File: src/rtl/uart_pkg.sv
// Shared UART definitions: FSM state encodings, default rate constants and the
// baud divider calculation, reused by the receiver and the future transmitter.
package uart_pkg;

    typedef enum logic [2:0] {
        ST_IDLE   = 3'd0,
        ST_START  = 3'd1,
        ST_DATA   = 3'd2,
        ST_PARITY = 3'd3,
        ST_STOP   = 3'd4,
        ST_BREAK  = 3'd5
    } uart_state_e;

    localparam int UART_DEFAULT_CLK_HZ     = 50_000_000;
    localparam int UART_DEFAULT_BAUD       = 115_200;
    localparam int UART_DEFAULT_OVERSAMPLE = 16;

    // Clock cycles per oversample tick (integer division, truncating).
    function automatic int uart_div(input int clk_hz, input int baud, input int os);
        return clk_hz / (baud * os);
    endfunction

endpackage

File: src/rtl/uart_baud_tick.sv
// Oversample tick generator: one-cycle tick_o every DIV clocks, where
// DIV = CLK_FREQ_HZ / (BAUD_RATE * OVERSAMPLE). Shared with the transmitter.
module uart_baud_tick
    import uart_pkg::*;
#(
    parameter int CLK_FREQ_HZ = UART_DEFAULT_CLK_HZ,
    parameter int BAUD_RATE   = UART_DEFAULT_BAUD,
    parameter int OVERSAMPLE  = UART_DEFAULT_OVERSAMPLE
) (
    input  logic clk_i,
    input  logic rst_i,
    output logic tick_o
);

    localparam int DIV   = uart_div(CLK_FREQ_HZ, BAUD_RATE, OVERSAMPLE);
    localparam int CNT_W = (DIV > 1) ? $clog2(DIV) : 1;
    localparam logic [CNT_W-1:0] CNT_LAST = CNT_W'(DIV - 1);

    generate
        if (DIV < 1) begin : g_div_check
            $error("uart_baud_tick: CLK_FREQ_HZ too low for BAUD_RATE*OVERSAMPLE");
        end
    endgenerate

    logic [CNT_W-1:0] r_cnt;
    logic             w_last;

    assign w_last = (r_cnt == CNT_LAST);
    assign tick_o = w_last;

    always_ff @(posedge clk_i) begin
        if (rst_i) begin
            r_cnt <= '0;
        end else if (w_last) begin
            r_cnt <= '0;
        end else begin
            r_cnt <= r_cnt + CNT_W'(1);
        end
    end

endmodule

File: src/rtl/uart_rx.sv
// Oversampling UART receiver (8N1 by default) with a one-entry valid/ready
// output register. Define UART_RX_PARITY_EN to add a parity bit (8E1/8O1).
module uart_rx
    import uart_pkg::*;
#(
    parameter int CLK_FREQ_HZ = UART_DEFAULT_CLK_HZ,
    parameter int BAUD_RATE   = UART_DEFAULT_BAUD,
    parameter int OVERSAMPLE  = UART_DEFAULT_OVERSAMPLE,
    parameter int DATA_BITS   = 8,
    parameter int SYNC_STAGES = 2
`ifdef UART_RX_PARITY_EN
    ,
    parameter bit PARITY_ODD  = 1'b0
`endif
) (
    input  logic                 clk_i,
    input  logic                 rst_i,
    input  logic                 rx_i,
    output logic [DATA_BITS-1:0] data_o,
    output logic                 valid_o,
    input  logic                 ready_i,
    output logic                 frame_err_o,
    output logic                 parity_err_o,
    output logic                 overrun_o,
    output logic [2:0]           dbg_state_o
);

    localparam int OS_W  = $clog2(OVERSAMPLE);
    localparam int BIT_W = $clog2(DATA_BITS);
    localparam logic [OS_W-1:0]  OS_LAST  = OS_W'(OVERSAMPLE - 1);
    localparam logic [OS_W-1:0]  OS_MID   = OS_W'(OVERSAMPLE / 2 - 1);
    localparam logic [BIT_W-1:0] BIT_LAST = BIT_W'(DATA_BITS - 1);

    generate
        if (OVERSAMPLE < 4 || (OVERSAMPLE % 2) != 0) begin : g_os_check
            $error("uart_rx: OVERSAMPLE must be even and >= 4");
        end
        if (DATA_BITS < 5 || DATA_BITS > 8) begin : g_bits_check
            $error("uart_rx: DATA_BITS must be 5..8");
        end
        if (SYNC_STAGES < 2) begin : g_sync_check
            $error("uart_rx: SYNC_STAGES must be >= 2");
        end
    endgenerate

    // Line synchroniser; resets to the idle (high) level.
    logic [SYNC_STAGES-1:0] r_sync;
    logic                   w_rx_s;
    logic                   w_tick;

    always_ff @(posedge clk_i) begin
        if (rst_i) begin
            r_sync <= '1;
        end else begin
            r_sync <= {r_sync[SYNC_STAGES-2:0], rx_i};
        end
    end

    assign w_rx_s = r_sync[SYNC_STAGES-1];

    uart_baud_tick #(
        .CLK_FREQ_HZ (CLK_FREQ_HZ),
        .BAUD_RATE   (BAUD_RATE),
        .OVERSAMPLE  (OVERSAMPLE)
    ) u_tick (
        .clk_i  (clk_i),
        .rst_i  (rst_i),
        .tick_o (w_tick)
    );

    uart_state_e          r_state, w_state_nxt;
    logic [OS_W-1:0]      r_os_cnt, w_os_nxt;
    logic [BIT_W-1:0]     r_bit_cnt, w_bit_nxt;
    logic [DATA_BITS-1:0] r_shift, w_shift_nxt;
    logic                 w_os_last;
    logic                 w_load;
    logic                 w_load_ferr;
`ifdef UART_RX_PARITY_EN
    logic                 r_par_err, w_par_nxt;
`endif

    assign w_os_last   = (r_os_cnt == OS_LAST);
    assign dbg_state_o = r_state;

    always_ff @(posedge clk_i) begin
        if (rst_i) begin
            r_state   <= ST_IDLE;
            r_os_cnt  <= '0;
            r_bit_cnt <= '0;
            r_shift   <= '0;
`ifdef UART_RX_PARITY_EN
            r_par_err <= 1'b0;
`endif
        end else begin
            r_state   <= w_state_nxt;
            r_os_cnt  <= w_os_nxt;
            r_bit_cnt <= w_bit_nxt;
            r_shift   <= w_shift_nxt;
`ifdef UART_RX_PARITY_EN
            r_par_err <= w_par_nxt;
`endif
        end
    end

    always_comb begin
        w_state_nxt = r_state;
        w_os_nxt    = r_os_cnt;
        w_bit_nxt   = r_bit_cnt;
        w_shift_nxt = r_shift;
        w_load      = 1'b0;
        w_load_ferr = 1'b0;
`ifdef UART_RX_PARITY_EN
        w_par_nxt   = r_par_err;
`endif
        case (r_state)
            ST_IDLE: begin
                if (w_tick && !w_rx_s) begin
                    w_state_nxt = ST_START;
                    w_os_nxt    = '0;
                end
            end
            ST_START: begin
                // Re-check the line at mid start bit to reject short glitches.
                if (w_tick) begin
                    if (r_os_cnt == OS_MID) begin
                        w_os_nxt  = '0;
                        w_bit_nxt = '0;
                        w_state_nxt = w_rx_s ? ST_IDLE : ST_DATA;
                    end else begin
                        w_os_nxt = r_os_cnt + OS_W'(1);
                    end
                end
            end
            ST_DATA: begin
                if (w_tick) begin
                    if (w_os_last) begin
                        w_shift_nxt = {w_rx_s, r_shift[DATA_BITS-1:1]};
                        w_os_nxt    = '0;
                        if (r_bit_cnt == BIT_LAST) begin
`ifdef UART_RX_PARITY_EN
                            w_state_nxt = ST_PARITY;
`else
                            w_state_nxt = ST_STOP;
`endif
                        end else begin
                            w_bit_nxt = r_bit_cnt + BIT_W'(1);
                        end
                    end else begin
                        w_os_nxt = r_os_cnt + OS_W'(1);
                    end
                end
            end
`ifdef UART_RX_PARITY_EN
            ST_PARITY: begin
                if (w_tick) begin
                    if (w_os_last) begin
                        w_par_nxt   = w_rx_s ^ (^r_shift) ^ PARITY_ODD;
                        w_os_nxt    = '0;
                        w_state_nxt = ST_STOP;
                    end else begin
                        w_os_nxt = r_os_cnt + OS_W'(1);
                    end
                end
            end
`endif
            ST_STOP: begin
                if (w_tick) begin
                    if (w_os_last) begin
                        w_load      = 1'b1;
                        w_load_ferr = ~w_rx_s;
                        w_os_nxt    = '0;
                        w_state_nxt = w_rx_s ? ST_IDLE : ST_BREAK;
                    end else begin
                        w_os_nxt = r_os_cnt + OS_W'(1);
                    end
                end
            end
            ST_BREAK: begin
                // A held-low line yields one framing error, not a frame stream.
                if (w_rx_s) begin
                    w_state_nxt = ST_IDLE;
                end
            end
            default: begin
                w_state_nxt = ST_IDLE;
            end
        endcase
    end

    // Output register. valid/ready: a frame is transferred on any edge where
    // valid_o & ready_i; a new frame arriving while one is still unaccepted is
    // dropped and flagged by a one-cycle overrun_o pulse.
    logic [DATA_BITS-1:0] r_data;
    logic                 r_valid;
    logic                 r_frame_err;
    logic                 r_overrun;
    logic                 w_accept;
    logic                 w_drop;

    assign w_accept = r_valid & ready_i;
    assign w_drop   = w_load & r_valid & ~ready_i;

    always_ff @(posedge clk_i) begin
        if (rst_i) begin
            r_data      <= '0;
            r_valid     <= 1'b0;
            r_frame_err <= 1'b0;
            r_overrun   <= 1'b0;
        end else begin
            r_overrun <= w_drop;
            if (w_load && !w_drop) begin
                r_data      <= r_shift;
                r_frame_err <= w_load_ferr;
                r_valid     <= 1'b1;
            end else if (w_accept) begin
                r_valid <= 1'b0;
            end
        end
    end

`ifdef UART_RX_PARITY_EN
    logic r_parity_err;

    always_ff @(posedge clk_i) begin
        if (rst_i) begin
            r_parity_err <= 1'b0;
        end else if (w_load && !w_drop) begin
            r_parity_err <= r_par_err;
        end
    end

    assign parity_err_o = r_parity_err;
`else
    assign parity_err_o = 1'b0;
`endif

    assign data_o      = r_data;
    assign valid_o     = r_valid;
    assign frame_err_o = r_frame_err;
    assign overrun_o   = r_overrun;

endmodule

File: config.mk
export PLATFORM = sky130hd
export DESIGN_NAME = uart_rx
export DESIGN_NICKNAME = d
export VERILOG_FILES = /design/src/rtl/uart_pkg.sv /design/src/rtl/uart_baud_tick.sv /design/src/rtl/uart_rx.sv
export SDC_FILE = /design/constraint.sdc
export NUM_CORES = 1
export LEC_CHECK = 0
export BUFFER_PORTS_ARGS = -buffer_cell sky130_fd_sc_hd__buf_2
export CAP_MARGIN = 20
export CELL_PAD_IN_SITES_DETAIL_PLACEMENT = 2
export CELL_PAD_IN_SITES_GLOBAL_PLACEMENT = 2
export CORE_MARGIN = 3
export CORE_UTILIZATION = 37
export CTS_CLUSTER_DIAMETER = 120
export DETAILED_ROUTE_END_ITERATION = 6
export PLACE_DENSITY_LB_ADDON = 0.12
export SLEW_MARGIN = 5
export SYNTH_ARGS = -nofsm -noshare
export SYNTH_HDL_FRONTEND = slang
export SYNTH_HIERARCHICAL = 1
export SYNTH_SLANG_ARGS = --single-unit
File: constraint.sdc
create_clock -name clk_i -period 2.2 [get_ports clk_i]
set_input_delay 0 -clock clk_i [delete_from_list [all_inputs] [get_ports clk_i]]
set_output_delay 0 -clock clk_i [all_outputs]
set_load 0.05 [all_outputs]
Word-level counts from Yosys, hierarchy flattened
Index checks and enable logic that the tools add are counted. W data, S select, Z words.

Word-level logic and storage cells: 83. Register bits: 36. Bits in read-only memories: 0. Input port bits: 4. Memories: 0. Output and inout port bits: 15. Memory bits (writable): 0. Bits in latches: 0.

Add/sub/neg operators: 3. Reductions and logical operators: 14. Multiplexer cells: 32. Div/mod/pow operators: 0. Eq/ne operators: 19. Shift-type cells: 0. Bitwise logic cells: 5. Magnitude comparators: 0. Multipliers: 0.

Operator list (count): $mux W3 (15); $mux W4 (5); $ne A2 B2 Y1 const B (10); $pmux W3 S5 (1); $pmux W4 S3 (1); $eq A3 B3 Y1 const B (3); $reduce_and A9 Y1 (1); $mux W1 (8); $pmux W3 S2 (1); $reduce_and A6 Y1 (1); $add A5 B1 Y5 const B (1); $eq A5 B5 Y1 const B (1); $add A4 B1 Y4 const B (1); $eq A4 B3 Y1 const B (1); $eq A4 B4 Y1 const B (1); $reduce_and A4 Y1 (1); $reduce_bool A2 Y1 (2); $reduce_or A2 Y1 (2); $add A3 B1 Y3 const B (1); $and A1 B1 Y1 (3); $eq A3 B1 Y1 const B (1); $eq A3 B2 Y1 const B (1); $logic_not A3 Y1 (1); $reduce_and A3 Y1 (1); other kinds (6) (9).

Longest topological paths before layout
Gate-level depths: netlist of run 1.

Depth in word-level cells: 9. Gate-level depth with buffers: 9. Mapped depth without buffers: 7.

Modules after synthesis
The synthesis of run 1 kept the hierarchy.

By module, submodules not included: uart_rx (sequential area each 620.6 sq um, area each 1525.2 sq um, cells an instance 149, instances 1); uart_baud_tick (sequential area each 100.1 sq um, area each 259.0 sq um, cells an instance 22, instances 1).

Least setup slack after synthesis of run 1
Ideal clock, no wire load.

Path kind: register -> register. Start point: register r_state[1], in the netlist dbg_state_o[1]. End point: register r_bit_cnt[0]. Setup slack: 250 ps. Setup time: 121 ps. Buffers on the path: 1. Data arrival time: 1829 ps. Cell stages (with the launch flop): 6. Data required time: 2079 ps. Period minus slack after synthesis: 1950 ps. Path through: dfxtp_1 -> buf_6 -> nand2b_1 -> mux2_2 -> nor4_4 -> mux2_4.

Longest elaborated chain between the ends: 3. Elaborated cells between the ends (all ways): 10. Classes of those cells: eq/ne (7); mux (1); reduce/logical (2).

Ends and longest elaborated chain: from (decl) (line uart_rx.sv:71) `uart_state_e r_state, w_state_nxt;`; from (signal assigned) (line uart_rx.sv:95) `r_state <= w_state_nxt;`; $eq A3 B2 Y1 / $eq A3 B1 Y1 (equally long branches) (line uart_rx.sv:115) `case (r_state)`; $ne A2 B2 Y1 (no line) / $reduce_bool A2 Y1 (equally long branches); $reduce_and A6 Y1 (no line); to (signal assigned) (line uart_rx.sv:97) `r_bit_cnt <= w_bit_nxt;`; to (decl) (line uart_rx.sv:73) `logic [BIT_W-1:0] r_bit_cnt, w_bit_nxt;`.

Several ways; a longest one is shown, not always the timed one. A chain may end at the register's enable or synchronous reset.

Final worst setup path of run 1
Start point: register u_tick.r_cnt[0]. End point: register r_os_cnt[3].

Longest elaborated chain between the ends: 4. Elaborated cells between the ends (all ways): 6. Classes of those cells: eq/ne (4); reduce/logical (2).

Ends and longest elaborated chain: from (decl) (line uart_baud_tick.sv:25) `logic [CNT_W-1:0] r_cnt;`; from (signal assigned) (line uart_baud_tick.sv:37) `r_cnt <= r_cnt + CNT_W'(1);`; $eq A5 B5 Y1 * (line uart_baud_tick.sv:28) `assign w_last = (r_cnt == CNT_LAST);`; via w_tick (line uart_rx.sv:49) `logic w_tick;`; $logic_and A1 B1 Y1 (line uart_rx.sv:117) `if (w_tick && !w_rx_s) begin`; $ne A2 B2 Y1 (no line); $reduce_and A4 Y1 (no line) *; to (signal assigned) (line uart_rx.sv:96) `r_os_cnt <= w_os_nxt;`; to (decl) (line uart_rx.sv:72) `logic [OS_W-1:0] r_os_cnt, w_os_nxt;`.

The timed path passes the listed nets; every way through them passes the cells marked *.

==> results of run 1 <==
==> state kept, by name (all words and copies together) (netlist names) <==
signal and flops:
data_o 8, r_shift 8, u_tick/r_cnt 5, r_os_cnt 4, dbg_state_o 3, r_bit_cnt 3, r_sync 2, frame_err_o 1
overrun_o 1, valid_o 1
==> per-layer routing <==
layer,up-vias,share of wire [%]
met2,18,48
li1,654,-
met4,0,1.4
met5,-,0
met3,6,3.2
met1,630,47
==> worst min-delay path, cell delays in order <==
cell,delay [ps]
buf_2,80
nand2b_1,140
nor3_2,50
==> final timing paths <==
path                            depth (start not counted)          end
worst max-delay path                                    7  r_os_cnt[3]
worst min-delay path                                    3    overrun_o
worst max register to register                          7  r_os_cnt[3]
worst min register to register                          1    r_sync[1]
==> cell type report <==
class	instances	share of cell area [%]
inverter	7	1.28
tap	52	3.18
multi-input combinational	117	47.0
timing repair buffer	25	7.21
sequential	36	35.2
clock inverter	1	1.47
clock buffer	7	4.70
==> Yosys cell counts (2+ instances only) <==
cell type	n
nor3_1	6
nand2_1	3
o21ai_1	3
a211oi_1	2
inv_1	5
or4_1	2
nand3_1	5
o21bai_1	2
buf_6	2
nand2b_1	5
buf_4	5
clkbuf_1	3
ha_1	5
mux2i_1	20
and4b_1	2
or2_2	2
a21oi_1	5
inv_2	2
nor4_4	3
and4_1	2
dfxtp_1	36
a2bb2oi_1	2
o21ai_0	2
xnor2_1	3
nor2_1	20
==> per-stage QoR <==
stage	total power [W]	setup slack, ps	utilization (%)	hold WS, ps	cell area (um^2)
after floorplan	0.000706	250	-	76.8	1780
after global placement	0.000712	289	42.4	182	1910
after detailed placement	0.000716	156	42.4	198	1910
after CTS	0.00136	93.7	45.5	23.4	2050
after global routing	0.00140	7.20	45.5	50.9	2050
final	0.00134	173	45.5	24.6	2050
==> timing repair <==
action                                 4_1_cts  5_1_grt
hold buffers                                 1        0
endpoints found under the hold margin        1        0
setup endpoints to repair                    0        1
==> kinds of logic (layout without fill, tap and decap cells) <==
logic type | count (synthesis) | after routing | synth area share, %
flip-flops | 36 | 36 | 40.4
XOR/XNOR | 4 | 4 | 1.96
AND/OR/NAND/NOR | 60 | 60 | 22.9
AO/OA/AOI/OAI | 25 | 25 | 12.7
multiplexers | 22 | 22 | 12.7
adder cells (fa/ha/maj) | 5 | 5 | 3.51
buffers and inverters | 18 | 40 | 5.68
other | 1 | 1 | 0.210
==> report_power, final <==
group | switching [W] | total, W | internal, W | leakage [nW]
sequential | 0.00000780 | 0.000665 | 0.000658 | 0.291
combinational | 0.0000241 | 0.0000377 | 0.0000136 | 0.437
clock | 0.000240 | 0.000640 | 0.000400 | 0.0645
total | 0.000272 | 0.00134 | 0.00107 | 0.792
==> results by group, run 1 <==
Status
  – Status: completed

Critical path
  – R2R Setup Slk: 170 ps
  – Crit-path leading delay family: compound AO/OA/AOI/OAI gates
  – Critical register-to-register path startpoint: u_tick/r_cnt[0]
  – Crit-path cells: inv_1, ha_1, and4b_1, inv_2, a2111oi_4, nand3_2, o41ai_2
  – CP max stage delay: 480 ps
  – Crit path DAT: 2230 ps
  – Critical path origin: u_tick/r_cnt[0]
  – Startpoint types: register
  – Required @ worst endpoint: 2400 ps
  – Slowest-stage cell, CP: a2111oi_4
  – Crit end category: register
  – Kind of critical path: reg -> reg
  – Crit Path Max Fanout: 7
  – CP Buf/Inv Count: 2

Flow run
  – Maxcap violations: 0

Clock tree
  – H-tree level count: 2
  – Clock Path Buffers: 2
  – Num CTS Buffers: 5
  – Root Driver: clkbuf_8
  – Reg clk slew, reported paths: 70 ps
  – # resized after CTS: 0
  – CTS tree: built
  – Clk sinks: 36
  – Later-pin clock latency in the skew report: 290 ps
  – Setup Buffers After CTS: 0

Power
  – Pleak: 0.792 nW
  – PD cells: 656 nW/um^2
  – Worst VDD drop: 261 uV

Final layout
  – Fillers: 485
  – Most frequent cells in the layout: dfxtp_1, nor2_1, mux2i_1
  – Synth-to-layout area growth: 14.8%
  – Most common cell after layout, fill and taps aside: dfxtp_1
  – Nets: 201
  – Fin cells: 245
  – Diodes inserted: 0
  – Multi-input logic area: 962 um^2
  – FF/Latch Area: 721 um^2
  – Share of cells above drive strength 1: 26.4%

Synth
  – Seq/Total Area, Yosys: 40.4%
  – Leading area contributor after synthesis: dfxtp_1
  – Post-synth net total: 180
  – Ys async rst share: 0%
  – Synthesized netlist cell count: 171
  – Top_reg_cell synth: dfxtp_1
  – Main area contributors after synthesis: dfxtp_1, mux2i_1, nor2_1
  – Synthesized flop and latch total: 36
  – Mean Syn Cell Area: 10.4 um^2
  – Post-synthesis instance area: 1780 um^2
  – Yosys top cell area share: 40.4%
  – Synth Warn #: 6
  – Synth unique cells: 49
  – Post-synth EDFFs: 0

Drt
  – DR pass1 iterations: 4
  – DR DRC count: 0
  – Vias per cell: 5.34
  – Vias after detailed routing: 1308
  – Drt initial violations: 37
  – WL/cell: 17.2 um
  – WL final: 4.21 mm
  – Antenna-violating nets left: 0

Floorplanning
  – Die Area: 5690 um^2
  – DIE WIDTH: 75.4 um
  – Initial core utilization: 39.6%
  – Core box area: 4500 um^2
  – Die Span Y: 75.4 um
  – Row count: 24
  – Ports: 19

Timing
  – Fmax: 0.493 GHz
  – Slew margin rel.: 50.1%
  – Fin. Hold Viols: 0
  – RSZ-0062 raised after global routing: false
  – Clock Skews: 4.77 ps
  – Fin crit share: 92.1%
  – Worst Max-Slew Pin Slew: 749 ps
  – Pins Over Slew Limit: 0
  – Setup Viol. Count Final: 0
  – Min Tclk post-route: 2030 ps
  – Setup_tns: 0 ps

Place
  – Port Buffer Count: 17
  – Routability Congestion: 0.733
  – Hpwl dp: 3.00 mm
  – Post-Place Cells: 236

Worst hold path
  – Hold Startpoint: ready_i
  – Worst min-delay path class: in -> reg

Global routing
  – Vias in the first global route: 1399
  – Initial antenna violation count: 0
  – Overflow after GRT: 0
  – Gr busiest metal: met2
  – Pin count of the biggest net entering global routing: 43
  – Grt met2 use: 27.1%
  – Total GRT Usage: 16.5%
  – Met1 Use GR: 20.6%
  – First-pass GRT wire length: 6.95 mm
  – Met3 usage: 4.88%
Note: power is estimated with default switching activity, not from simulation.
==> run 2, diff against run 1 <==
--- a/config.mk
+++ b/config.mk
@@ -13,6 +13,7 @@
 export CORE_UTILIZATION = 37
 export CTS_CLUSTER_DIAMETER = 120
 export DETAILED_ROUTE_END_ITERATION = 6
+export GPL_TIMING_DRIVEN = 0
 export PLACE_DENSITY_LB_ADDON = 0.12
 export SLEW_MARGIN = 5
 export SYNTH_ARGS = -nofsm -noshare
==> results by group, run 2 (synthesis gave the netlist of run 1 again) <==
Status
  – Status: completed (unchanged)

Power
  – Switching share of total power: 21.8% (was 20.2%)
  – Combinational Power Share: 3.3% (was 2.8%)
  – Int Power: 0.00101 W (was 0.00107 W)
  – Pleak: 0.811 nW (was 0.792 nW)
  – Clock Power Share: 45.3% (was 47.6%)
  – Sequential share of power: 51.5% (was 49.6%)
  – Worst VDD drop: 222 uV (was 261 uV)
  – PD cells: 618 nW/um^2 (was 656 nW/um^2)
  – NetSw: 0.000282 W (was 0.000272 W)

Critical path
  – Kind of critical path: reg -> reg (unchanged)
  – R2R Setup Slk: 140 ps (was 170 ps)
  – Startpoint types: register (unchanged)
  – Crit end category: register (unchanged)
  – Crit path DAT: 2220 ps (was 2230 ps)
  – Required @ worst endpoint: 2360 ps (was 2400 ps)
  – Crit Path Max Fanout: 11 (was 7)

Clock tree
  – Clock Path Buffers: 2 (unchanged)
  – Root Driver: clkbuf_8 (unchanged)
  – Reg clk slew, reported paths: 80 ps (was 70 ps)
  – Later-pin clock latency in the skew report: 290 ps (about the same)
  – Num CTS Buffers: 5 (unchanged)
  – H-tree level count: 2 (unchanged)
  – CTS tree: built (unchanged)
  – Clk sinks: 36 (unchanged)

Timing
  – Fin Hold WS: 23.0 ps (was 24.6 ps)
  – Fmax: 0.485 GHz (was 0.493 GHz)
  – Min Tclk post-route: 2060 ps (was 2030 ps)
  – Post-route setup slack: 137 ps (was 173 ps)
  – Fin. Hold Viols: 0 (unchanged)
  – Clock Skews: 4.68 ps (was 4.77 ps)
  – RSZ-0062 raised after global routing: false (unchanged)
  – Pins Over Slew Limit: 0 (unchanged)
  – Slew margin rel.: 66.0% (was 50.1%)
  – Setup_tns: 0 ps (unchanged)
  – Fin crit share: 93.8% (was 92.1%)
  – Worst Max-Slew Pin Slew: 510 ps (was 749 ps)
  – Setup Viol. Count Final: 0 (unchanged)

Drt
  – DR DRC count: 0 (unchanged)
  – Antenna-violating nets left: 0 (unchanged)
  – Vias per cell: 5.49 (was 5.34)
  – Drt initial violations: 52 (was 37)
  – WL final: 4.16 mm (was 4.21 mm)
  – Vias after detailed routing: 1383 (was 1308)
  – DR pass1 iterations: 4 (unchanged)
  – WL/cell: 16.5 um (was 17.2 um)

Global routing
  – Pin count of the biggest net entering global routing: 13 (was 43)
  – First-pass GRT wire length: 6.85 mm (was 6.95 mm)
  – Overflow after GRT: 0 (unchanged)
  – Initial antenna violation count: 0 (unchanged)
  – Vias in the first global route: 1366 (was 1399)
  – Total GRT Usage: 16.0% (was 16.5%)

Floorplanning
  – Die Span Y: 75.4 um (unchanged)
  – Core box area: 4500 um^2 (unchanged)
  – Ports: 19 (unchanged)
  – Initial core utilization: 39.6% (unchanged)
  – Row count: 24 (unchanged)
  – DIE WIDTH: 75.4 um (unchanged)
  – Die Area: 5690 um^2 (unchanged)

Final layout
  – Final instance area: 2090 um^2 (was 2050 um^2)
  – Nets: 208 (was 201)
  – Most common cell after layout, fill and taps aside: dfxtp_1 (unchanged)
  – Fin cells: 252 (was 245)
  – Share of cells above drive strength 1: 26.5% (was 26.4%)
  – Diodes inserted: 0 (unchanged)
  – Most frequent cells in the layout: dfxtp_1, nor2_1, mux2i_1 (unchanged)
  – Synth-to-layout area growth: 17.1% (was 14.8%)
  – Multi-input logic area: 971 um^2 (was 962 um^2)
  – Fillers: 471 (was 485)
  – FF/Latch Area: 721 um^2 (unchanged)

Place
  – Dpl ws: 52.7 ps (was 156 ps)
  – Post-Place Cells: 240 (was 236)
  – Hpwl dp: 3.09 mm (was 3.00 mm)
  – DP Area: 1930 um^2 (was 1910 um^2)
  – Port Buffer Count: 17 (unchanged)
  – Routability Congestion: 0.816 (was 0.733)

Flow run
  – Maxcap violations: 0 (unchanged)

Worst hold path
  – Worst min-delay path class: in -> reg (unchanged)
run 2: worst paths after layout:
path	start	endpoint	depth (start not counted)
setup / recovery	u_tick/r_cnt[0]	data_o[5]	9
hold / removal	ready_i	overrun_o	3
setup reg to reg	u_tick/r_cnt[0]	data_o[5]	9
hold reg to reg	r_sync[0]	r_sync[1]	1
run 2: power groups by stage:
stage / Sequential [W] / Clock (W) / Combinational (W)
floorplan: 0.000678 / 0 / 0.0000285
global placement: 0.000679 / 0 / 0.0000377
detailed placement: 0.000680 / 0 / 0.0000400
CTS: 0.000664 / 0.000604 / 0.0000432
global route: 0.000666 / 0.000628 / 0.0000472
finish: 0.000664 / 0.000585 / 0.0000423
run 2: repair_timing:
| item | 4_1_cts | 5_1_grt |
|---|---|---|
| resized for setup | 0 | 1 |
| endpoints found under the hold margin | 4 | 0 |
| hold buffers | 2 | 0 |
| endpoints found under the setup margin | 0 | 11 |
| buffers inserted | 0 | 2 |
run 2: metrics by stage:
stage,utilization (%),power (W)
after global placement,42.9,0.000716
after detailed placement,42.9,0.000720
final,46.4,0.00129
after floorplan,-,0.000706
after global routing,46.4,0.00134
after CTS,45.9,0.00131
run 2: critical path: stages, from the launching register on:
cell	delay, ps
dfxtp_1	350
inv_1	70
ha_1	140
and4b_1	210
buf_6	180
nand4_4	160
and4b_1	300
buf_4	210
mux2i_1	240
nor2_1	80
run 2: area by class of cell:
cell class                      count  area share [%]
Clock buffer                        5            3.29
Buffer                             11            3.59
Tap cell                           52            3.11
Timing Repair Buffer               21            5.75
Multi-Input combinational cell    117            46.5
Inverter                            7            1.26
Sequential cell                    36            34.5
Clock inverter                      3            2.04
run 2: per-layer routing:
layer	up-vias	global-route usage [%]	routed length, um
li1	661	-	-
met1	690	19.8	1920
met2	27	27.1	2060
met3	5	4.35	142
met4	0	4.66	44
met5	-	0	0
